**config.mk**
```make
export PLATFORM = sky130hd
export DESIGN_NAME = regfile_dump_reader
export DESIGN_NICKNAME = d
export VERILOG_FILES = /design/src/rtl/regfile_dump_reader.sv
export SDC_FILE = /design/constraint.sdc
export NUM_CORES = 1
export LEC_CHECK = 0
export ABC_AREA = 1
export BUFFER_PORTS_ARGS = -buffer_cell sky130_fd_sc_hd__clkbuf_2
export CELL_PAD_IN_SITES_DETAIL_PLACEMENT = 0
export CELL_PAD_IN_SITES_GLOBAL_PLACEMENT = 1
export CORE_ASPECT_RATIO = 0.5
export CORE_MARGIN = 3
export CORE_UTILIZATION = 37
export DETAILED_ROUTE_END_ITERATION = 16
export PLACE_DENSITY = 0.86
export REMOVE_ABC_BUFFERS = 1
export SYNTH_ARGS = -nofsm -noshare
export SYNTH_HDL_FRONTEND = slang
export SYNTH_SLANG_ARGS = --single-unit
```
**constraint.sdc**
```tcl
create_clock -name Clk -period 1.8 [get_ports Clk]
set_clock_uncertainty 0.05 [all_clocks]
set_input_delay 0.36 -clock Clk [delete_from_list [all_inputs] [get_ports Clk]]
set_output_delay 0.36 -clock Clk [all_outputs]
set_load 0.05 [all_outputs]
```
**src/rtl/regfile_dump_reader.sv**
```systemverilog
// rtl/regfile_dump_reader.sv - walks a register index range on read port A and streams each word out
// IDLE -> READ (RA held one full cycle) -> SEND (hold until OutReady), with an XOR checksum over captured words.
module regfile_dump_reader #(
  parameter int DATA_WIDTH = 32,
  parameter int ADDR_WIDTH = 5
) (
  input  logic                  Clk,
  input  logic                  Reset_n,
  input  logic                  Start,
  input  logic                  Abort,
  input  logic [ADDR_WIDTH-1:0] FirstReg,
  input  logic [ADDR_WIDTH-1:0] LastReg,
  output logic [ADDR_WIDTH-1:0] RA,
  input  logic [DATA_WIDTH-1:0] BusA,
  output logic [DATA_WIDTH-1:0] OutData,
  output logic [ADDR_WIDTH-1:0] OutIdx,
  output logic                  OutValid,
  input  logic                  OutReady,
  output logic                  Busy,
  output logic                  Done,
  output logic                  Error,
  output logic [DATA_WIDTH-1:0] Checksum
);

  typedef enum logic [1:0] {
    ST_IDLE = 2'd0,
    ST_READ = 2'd1,
    ST_SEND = 2'd2
  } state_t;

  localparam logic [ADDR_WIDTH-1:0] IdxOne = 1;

  state_t                  state_q;
  logic [ADDR_WIDTH-1:0]   ra_q;
  logic [ADDR_WIDTH-1:0]   last_q;
  logic [DATA_WIDTH-1:0]   out_data_q;
  logic [ADDR_WIDTH-1:0]   out_idx_q;
  logic                    out_valid_q;
  logic                    busy_q;
  logic                    done_q;
  logic                    error_q;
  logic [DATA_WIDTH-1:0]   checksum_q;
  logic [ADDR_WIDTH-1:0]   ra_inc_d;

  // RA doubles as the walk index, so the increment is taken from it directly.
  assign ra_inc_d = ra_q + IdxOne;

  always_ff @(posedge Clk or negedge Reset_n) begin
    if (!Reset_n) begin
      state_q     <= ST_IDLE;
      ra_q        <= '0;
      last_q      <= '0;
      out_data_q  <= '0;
      out_idx_q   <= '0;
      out_valid_q <= 1'b0;
      busy_q      <= 1'b0;
      done_q      <= 1'b0;
      error_q     <= 1'b0;
      checksum_q  <= '0;
    end else begin
      done_q  <= 1'b0;
      error_q <= 1'b0;
      case (state_q)
        ST_IDLE: begin
          if (Start && !Abort) begin
            if (FirstReg > LastReg) begin
              error_q <= 1'b1;
            end else begin
              last_q     <= LastReg;
              ra_q       <= FirstReg;
              checksum_q <= '0;
              busy_q     <= 1'b1;
              state_q    <= ST_READ;
            end
          end
        end
        ST_READ: begin
          if (Abort) begin
            out_valid_q <= 1'b0;
            busy_q      <= 1'b0;
            state_q     <= ST_IDLE;
          end else begin
            out_data_q  <= BusA;
            out_idx_q   <= ra_q;
            checksum_q  <= checksum_q ^ BusA;
            out_valid_q <= 1'b1;
            state_q     <= ST_SEND;
          end
        end
        ST_SEND: begin
          if (Abort) begin
            out_valid_q <= 1'b0;
            busy_q      <= 1'b0;
            state_q     <= ST_IDLE;
          end else if (OutReady) begin
            out_valid_q <= 1'b0;
            // Compare against the latched last index so LastReg=max never wraps.
            if (ra_q == last_q) begin
              busy_q  <= 1'b0;
              done_q  <= 1'b1;
              state_q <= ST_IDLE;
            end else begin
              ra_q    <= ra_inc_d;
              state_q <= ST_READ;
            end
          end
        end
        default: begin
          state_q     <= ST_IDLE;
          out_valid_q <= 1'b0;
          busy_q      <= 1'b0;
        end
      endcase
    end
  end

  assign RA       = ra_q;
  assign OutData  = out_data_q;
  assign OutIdx   = out_idx_q;
  assign OutValid = out_valid_q;
  assign Busy     = busy_q;
  assign Done     = done_q;
  assign Error    = error_q;
  assign Checksum = checksum_q;

endmodule

```
==> flow_summary.toml, run 1 <==
[critical_path]
timing.rr.end = "RA[3]"
crit_path_max_incr_delay_ps = 460
cp_slowest_cell = "dfrtp_1"
path_common_cell = "nand2_1"
end_kind = "flip-flop"
r2r-start = "RA[2]"
path_cells = "inv_1, nand2_1, nand2_1, nor2_1, nand3_1, nand3_1, nand2_1, buf_4, nand2_1, o21ai_2"
cp_max_fo = 7
crit_arrival_ps = 1710
crit_buf_inv = 2
path_class = "reg2reg"
reg2reg_slack_ps = 260
r2r_cells = 10
cp-start-kind = "flip-flop"
cp_top_family = "simple AND/OR/NAND/NOR gates"
worstPathRequired_ps = 1970

[finish]
fin_area_mm2 = 0.00511
fin_cells = 731
num_antenna_cells = 0
layout_commonest_cell = "nand2_1"
drive_above_1_share = 0.288
most-common-layout-cells = "nand2_1, clkbuf_2, dfrtp_1"
area_delta_synth_final_pct = 28.5
nets = 639

[route]
viasPerCell = 4.60
drc_errors = 0
drtIter0Drc = 167
num_vias = 3360
routed_wl_mm = 9.62
first_pass_iters = 4
avgRoutedWirePerCell_um = 13.2
ant_nets = 0

[synth]
ys.flop_type = "dfrtp_1"
ys_seq_area_frac = 0.535
synth_cells = 459
synth.distinct_cells = 25
synth_edf_count = 0
syn_area_mm2 = 0.00398
ys_warn_count = 0
avgSynthCellArea_um2 = 8.67
synth_seq_cells = 85
async_flop_share = 1.00

[clock_network]
post_cts_buffers = 0
clockBufferDepth = 2
cts_buffers = 9
clk_pin_slew_ps = 60
cts_hold_buf = 0
cts-root-buf = "clkbuf_16"
htree_num_levels = 3
clock_sinks = 85
cts_resized = 0
cts_tree = "built"
clk_latency_ps = 330

[pwr]
pwr-share-seq = 0.350
cellPowerDensity_mw_per_mm2 = 1560
p_leak_nw = 2.98
switchingPower_mw = 3.60
clockPowerShare = 0.240
power_mw = 7.96
peakVddDrop_uv = 562
power.internal_mw = 4.36
combPwrFrac = 0.410
swShare = 0.452

[floorplan]
core_mm2 = 0.0103
num_rows = 26
die-height_um = 79.3
floorplan.initialDensity = 0.385
io_pins = 125
dieArea_mm2 = 0.0121
fp.dieW_um = 153

[global_route]
overflow = 0
antenna_found_initial = 0
grt_pass1_vias = 3234
grt_max_degree = 86
grt.total_usage = 0.161
grt_pass1_wl_mm = 16.0

[sta]
setup_viol = 0
postLayoutSetupSlackWorst_ps = 261
min_period_over_period = 0.855
hold_viol_final = 6
rsz0062_at_grt = "false"
finalMaxSlewViolations = 0
slew_headroom = 0.683
fin_crit_ps = 1540
worst-slew-pin-transition_ps = 476
whs_ps = -15.3
fmax_mhz = 650

[place]
pre_cts_ws_ps = -66.9
port_buffers = 124
placedCellCount = 715
place_area_mm2 = 0.00480
hpwlAfterDp_mm = 6.52
place_congestion = 0.784

[run_status]
violations = "hold timing"
outcome = "finished, violations left"

[flow_run]
cap_viol_max_count = 0

[min_path]
hp-class = "in2async"
through the flow:
stage / setup TNS (ps) / utilization
floorplan: -41440 / -
global placement: -4.00 / 0.464
detailed placement: -1640 / 0.464
CTS: 0 / 0.494
global route: 0 / 0.494
finish: 0 / 0.494
final cells by class:
type / count / area, um2
Sequential cell: 85 / 2130
Inverter: 24 / 90.1
Clock buffer: 12 / 267
Multi-Input combinational cell: 327 / 1630
Clock inverter: 4 / 45.0
Timing Repair Buffer: 139 / 773
Fill cell: 1032 / 5230
Tap cell: 140 / 175
worst reg2reg max path: cells and delay by family, from the launching register on:
kind	cells	cell delay (ps)
compound gates	1	50
buf+inv	2	280
flops	1	460
simple gates	7	600
cell usage after synthesis, types with 3 or more instances:
cell type / count / area [um2]
nor2_1: 8 / 30.0
nand2_1: 178 / 668
buf_1: 5 / 18.8
o21ai_2: 5 / 43.8
o21ai_0: 8 / 40.0
nand3_1: 70 / 350
dfrtp_1: 85 / 2130
buf_4: 4 / 30.0
clkbuf_1: 3 / 11.3
inv_1: 20 / 75.1
o21ai_1: 5 / 25.0
buf_2: 9 / 45.0
inv_2: 4 / 15.0
xor2_1: 34 / 298
ha_1: 6 / 75.1
metal layers:
metal / GRT usage / wire length [um] / share of wire / up-vias
met5: 0 / 0 / 0 / -
li1: - / - / - / 1703
met1: 0.209 / 4440 / 0.46 / 1594
met3: 0.0348 / 313 / 0.033 / 9
met2: 0.277 / 4760 / 0.49 / 54
met4: 0.0418 / 102 / 0.011 / 0
power groups by stage:
stage / clock (mW) / combinational [mW] / sequential, mW
after global routing: 2.05 / 3.50 / 2.85
after global placement: 0 / 3.27 / 2.81
final: 1.91 / 3.26 / 2.78
after CTS: 1.98 / 3.31 / 2.79
after detailed placement: 0 / 3.30 / 2.82
after floorplan: 0 / 0.748 / 4.46
cell families (layout without fill, tap and decap cells):
kind of cell | Yosys count | after routing | synth area share
DFF | 85 | 85 | 0.535
xor gates and xnor gates | 36 | 36 | 0.0792
buffers and inverters | 47 | 179 | 0.0547
AOI/OAI and AO/OA | 21 | 21 | 0.0318
and+or+nand+nor | 263 | 263 | 0.278
muxes | 1 | 1 | 0.00283
adders and majority gates | 6 | 6 | 0.0189
worst max path at each step:
| stage | from | to | slack, ps | cells past startpoint |
|---|---|---|---|---|
| after detailed placement | LastReg[4] | Checksum[10] | -70 | 13 |
| after CTS | RA[2] | RA[2] | 230 | 10 |
| after global placement | LastReg[4] | Checksum[2] | -2 | 13 |
| final | RA[2] | RA[3] | 260 | 10 |
| after global routing | RA[2] | RA[3] | 110 | 10 |
| after floorplan | state_q[1] | Checksum[0] | -790 | 7 |
registers in the layout, indices dropped and copies added (netlist names), 2 cells and up:
register	flops
Checksum	32
OutIdx	5
state_q	2
OutData	32
RA	5
last_q	5
No activity file was read; power rests on OpenSTA's default activity.
==> run 2, diff against run 1 <==
- ABC_AREA: 1 -> 0
- CORE_UTILIZATION: 37 -> 39
- PLACE_DENSITY: 0.86 -> 0.87
==> flow_summary.toml, run 2 <==
[route]
routed_wl_mm = 8.78
drc_errors = 0
first_pass_iters = 4
viasPerCell = 4.44
ant_nets = 0
num_vias = 2894
drtIter0Drc = 133
avgRoutedWirePerCell_um = 13.5

[clock_network]
clk_pin_slew_ps = 60
clock_sinks = 85
clk_latency_ps = 330
clockBufferDepth = 2
cts_tree = "built"
cts_buffers = 9
cts-root-buf = "clkbuf_16"
htree_num_levels = 3

[pwr]
peakVddDrop_uv = 604
switchingPower_mw = 4.43
power.internal_mw = 4.93
power_mw = 9.36
pwr-share-seq = 0.322
p_leak_nw = 2.75
swShare = 0.473
combPwrFrac = 0.463
cellPowerDensity_mw_per_mm2 = 1780
clockPowerShare = 0.215

[sta]
fin_crit_ps = 1770
finalMaxSlewViolations = 0
hold_viol_final = 0
postLayoutSetupSlackWorst_ps = 26.3
min_period_over_period = 0.985
whs_ps = 201
rsz0062_at_grt = "true"
fmax_mhz = 564
worst-slew-pin-transition_ps = 429
finalSetupTns_ps = 0
setup_viol = 0
slew_headroom = 0.714

[synth]
synth_cells = 357
ys_top_cells_by_count = "nand2_1, dfrtp_1, xor2_1"
yosysMostFrequentCell = "nand2_1"
synth.distinct_cells = 38
synth.largest_area_cell = "dfrtp_1"
ys_warn_count = 0
synthTopCellsByArea = "dfrtp_1, nand2_1, nor2_4, xor2_1, ha_1"
synth_seq_cells = 85
async_flop_share = 1.00
ys_seq_area_frac = 0.545
ys.flop_type = "dfrtp_1"
synth_top_area_share = 0.545
avgSynthCellArea_um2 = 10.9
syn_area_mm2 = 0.00390
synth_edf_count = 0

[critical_path]
cp-start-kind = "input port"
cp_max_fo = 6
crit_arrival_ps = 1940
worstPathRequired_ps = 1970
end_kind = "flip-flop"
path_class = "in2reg"

[global_route]
grt.total_usage = 0.162
grt_max_degree = 39
overflow = 0
grt_pass1_vias = 2962
grt_pass1_wl_mm = 14.7
antenna_found_initial = 0

[place]
hpwlAfterDp_mm = 6.37
place_congestion = 0.786
place_area_mm2 = 0.00485
port_buffers = 124
pre_cts_ws_ps = -275

[floorplan]
floorplan.initialDensity = 0.406
die-height_um = 76.7
io_pins = 125
fp.dieW_um = 147
dieArea_mm2 = 0.0113
num_rows = 25
core_mm2 = 0.00960

[finish]
most-common-layout-cells = "nand2_1, clkbuf_2, dfrtp_1"
fin_area_mm2 = 0.00527
num_antenna_cells = 0
drive_above_1_share = 0.426
nets = 565
nFillCells = 891
area_delta_synth_final_pct = 35.2

[flow_run]
cap_viol_max_count = 0

[run_status]
outcome = "finished, final reports clean"

[min_path]
hp-class = "in2reg"
run 2: changes by cell type after synthesis, moves of 5 or more:
cell	delta
buf_1	-5
buf_2	-5
inv_1	-12
nand2_1	-54
nand3_1	-65
nor2_4	+28
o21ai_0	-5
o21ai_1	-5
o21ai_2	-5
run 2: timing repair:
action	in CTS	in global routing
hold buffers	1	0
pin swaps	2	3
gates resized for setup	0	12
setup endpoints to repair	11	36
endpoints found under the hold margin	25	0
buffers inserted	3	0
run 2: worst max-delay path: stages:
cell,delay [ps]
clkbuf_2,90
inv_1,50
ha_1,340
nand2b_4,70
a211oi_4,270
o2bb2ai_4,150
buf_4,170
buf_4,130
a311oi_1,240
a21oi_1,70
run 2: power groups by stage:
stage | sequential, mW | combinational [mW] | clock [mW]
2_1_floorplan | 5.19 | 1.03 | 0
3_3_place_gp | 3.02 | 4.29 | 0
3_5_place_dp | 3.04 | 4.33 | 0
4_1_cts | 3.01 | 4.35 | 2.06
5_1_grt | 3.10 | 4.60 | 2.14
6_report | 3.01 | 4.34 | 2.01
run 2: logic make-up after synthesis:
group,count (synthesis),synth area share
multiplexers,6,0.0183
buffers and inverters,21,0.0369
XOR/XNOR,37,0.0831
flip-flops,85,0.545
AND/OR/NAND/NOR,181,0.253
adder cells (fa/ha/maj),6,0.0192
AO/OA/AOI/OAI,21,0.0443
run 2: stage by stage:
| stage | util | cells |
|---|---|---|
| final | 0.549 | 652 |
| after global routing | 0.549 | 652 |
| after CTS | 0.542 | 652 |
| after global placement | 0.505 | 632 |
| after floorplan | - | 344 |
| after detailed placement | 0.505 | 632 |
run 2: final timing paths:
check / slack (ps) / cells past startpoint / start / end
max in group asynchronous: 720 / 3 / Reset_n / Error
min reg2reg: 420 / 2 / OutData[7] / OutData[7]
min: 200 / 3 / BusA[29] / OutData[29]
max reg2reg: 50 / 5 / state_q[1] / last_q[1]
min in group asynchronous: 450 / 2 / Reset_n / Checksum[30]
max: 30 / 10 / LastReg[1] / RA[3]
run 2: final cells by class:
class                      count  area [um2]  share of cell area
multi-input combinational    251        1680               0.318
timing repair buffer         157         942               0.179
tap                          135         169              0.0320
sequential                    85        2130               0.403
inverter                       8        30.0             0.00570
clock inverter                 3        67.6              0.0128
clock buffer                  13         260              0.0494
run 2: layer usage:
metal,vias to the layer above,GRT usage,share of wire
met2,56,0.284,0.52
met4,0,0.0428,0.014
li1,1449,-,-
met3,11,0.0437,0.037
met1,1378,0.200,0.43
met5,-,0,0
==> run 3, diff against run 2 <==
- GPL_ROUTABILITY_DRIVEN: not set -> 0
- SETUP_SLACK_MARGIN: not set -> 0.5
==> flow_summary.toml, run 3 (synthesis gave the netlist of run 2 again) <==
[sta]
min_period_over_period = 1.01
finalMaxSlewViolations = 0
slew_headroom = 0.750
worst-slew-pin-transition_ps = 376
fin_crit_ps = 1810
whs_ps = 193
rsz0062_at_grt = "true"
postLayoutSetupSlackWorst_ps = -11.8
setup_viol = 1
fmax_mhz = 552
hold_viol_final = 0

[global_route]
grt.total_usage = 0.215
overflow = 0
antenna_found_initial = 0
grt_pass1_vias = 3602
grt_max_degree = 37
grt_pass1_wl_mm = 19.1

[floorplan]
io_pins = 125
core_mm2 = 0.00960
fp.dieW_um = 147
floorplan.initialDensity = 0.406
die-height_um = 76.7
num_rows = 25
dieArea_mm2 = 0.0113

[route]
wl_met1_mm = 5.29
route.met3.wl_um = 583
routed_wl_mm = 13.9
viasPerCell = 4.87
route.met2.wl_mm = 7.70
drtIter0Drc = 188
first_pass_iters = 4
num_vias = 3553
avgRoutedWirePerCell_um = 19.1
highest_layer = "met4"
ant_nets = 0
drc_errors = 0

[finish]
layout_commonest_cell = "nand2_1"
area_delta_synth_final_pct = 89.1
drive_above_1_share = 0.615
nets = 643
multiInputGateArea_mm2 = 0.00211
most-common-layout-cells = "nand2_1, dfrtp_1, buf_8"
ff_latch_area_mm2 = 0.00213
num_antenna_cells = 0
nFillCells = 530

[min_path]
hp-class = "in2reg"
hp-start = "BusA[20]"

[clock_network]
cts_tree = "built"
clk_pin_slew_ps = 60
clockBufferDepth = 2
htree_num_levels = 3
cts_buffers = 9
clock_sinks = 85
clk_latency_ps = 340
cts-root-buf = "clkbuf_16"

[critical_path]
crit_arrival_ps = 1980
r2r_cells = 9
end_kind = "flip-flop"
timing.rr.end = "Checksum[28]"
cp_max_fo = 5
worstPathRequired_ps = 1970
timing.critical_path.to = "Checksum[28]"
crit_path_start = "state_q[1]"
path_class = "reg2reg"
r2r-start = "state_q[1]"
cp-start-kind = "flip-flop"
reg2reg_slack_ps = -10

[place]
port_buffers = 124
pre_cts_ws_ps = -275
hpwlAfterDp_mm = 6.37

[pwr]
peakVddDrop_uv = 688
p_leak_nw = 3.64
cellPowerDensity_mw_per_mm2 = 1650

[run_status]
violations = "setup timing"
outcome = "finished, violations left"

[flow_run]
cap_viol_max_count = 0
## run 3: changes by cell type in the layout (fill, tap and decap cells not counted), moves of 6 or more
| cell | previous run | this run |
|---|---|---|
| nand2_2 | 2 | 19 |
| inv_1 | 8 | 2 |
| buf_6 | 3 | 21 |
| buf_8 | 0 | 78 |
| xor2_1 | 32 | 21 |
| xor2_2 | 3 | 11 |
| buf_4 | 26 | 77 |
| nand2_1 | 123 | 92 |
| nand2_4 | 0 | 12 |
| clkbuf_2 | 123 | 40 |
## run 3: area by class of cell
cell class,count,area share
Clock inverter,3,0.00916
Timing Repair Buffer,235,0.352
Inverter,8,0.00475
Tap cell,135,0.0229
Multi-Input combinational cell,251,0.287
Clock buffer,13,0.0353
Sequential cell,85,0.289
## run 3: how the worst min path moves through the flow
stage / end / slack, ps / depth (start not counted)
after global routing: OutData[20] / 210 / 3
after floorplan: Busy / 10 / 0
after global placement: Checksum[30] / 250 / 1
after detailed placement: Checksum[30] / 260 / 1
final: OutData[20] / 190 / 3
after CTS: OutData[30] / 180 / 3
## run 3: timing repair
action | 4_1_cts | 5_1_grt
endpoints found under the hold margin | 25 | 0
gates cloned | 6 | 3
resized for setup | 219 | 168
setup endpoints to repair | 162 | 163
pin swaps | 14 | 14
buffers inserted | 46 | 26
hold buffers | 1 | 0
## run 3: stage by stage
| step | TNS (ps) | instance area, um2 | util | power [mW] | cells |
|---|---|---|---|---|---|
| 2_1_floorplan | -38120 | 3790 | - | 6.22 | 344 |
| 3_3_place_gp | -5840 | 4850 | 0.505 | 7.31 | 632 |
| 3_5_place_dp | -8840 | 4850 | 0.505 | 7.37 | 632 |
| 4_1_cts | 0 | 6620 | 0.689 | 11.1 | 701 |
| 5_1_grt | -623 | 7380 | 0.768 | 12.6 | 730 |
| 6_report | -11.8 | 7380 | 0.768 | 12.2 | 730 |
## run 3: layer usage
| layer | vias to the layer above | GRT usage |
|---|---|---|
| met5 | - | 0 |
| met4 | 0 | 0.0734 |
| met3 | 34 | 0.0484 |
| met2 | 104 | 0.400 |
| met1 | 1819 | 0.244 |
| li1 | 1596 | - |
## run 3: power breakdown
part | internal [mW] | leakage, nW | switching [mW] | total (mW)
clock network | 1.29 | 0.156 | 0.741 | 2.03
logic | 3.08 | 2.40 | 3.80 | 6.88
registers | 2.57 | 1.08 | 0.707 | 3.28
## run 3: worst max-delay path: stages, from the launching register on
cell	delay, ps
dfrtp_1	410
buf_4	150
buf_6	130
nand2b_4	150
nor2_4	130
buf_6	160
buf_16	130
nand2_2	70
xor2_1	270
nor2_4	50
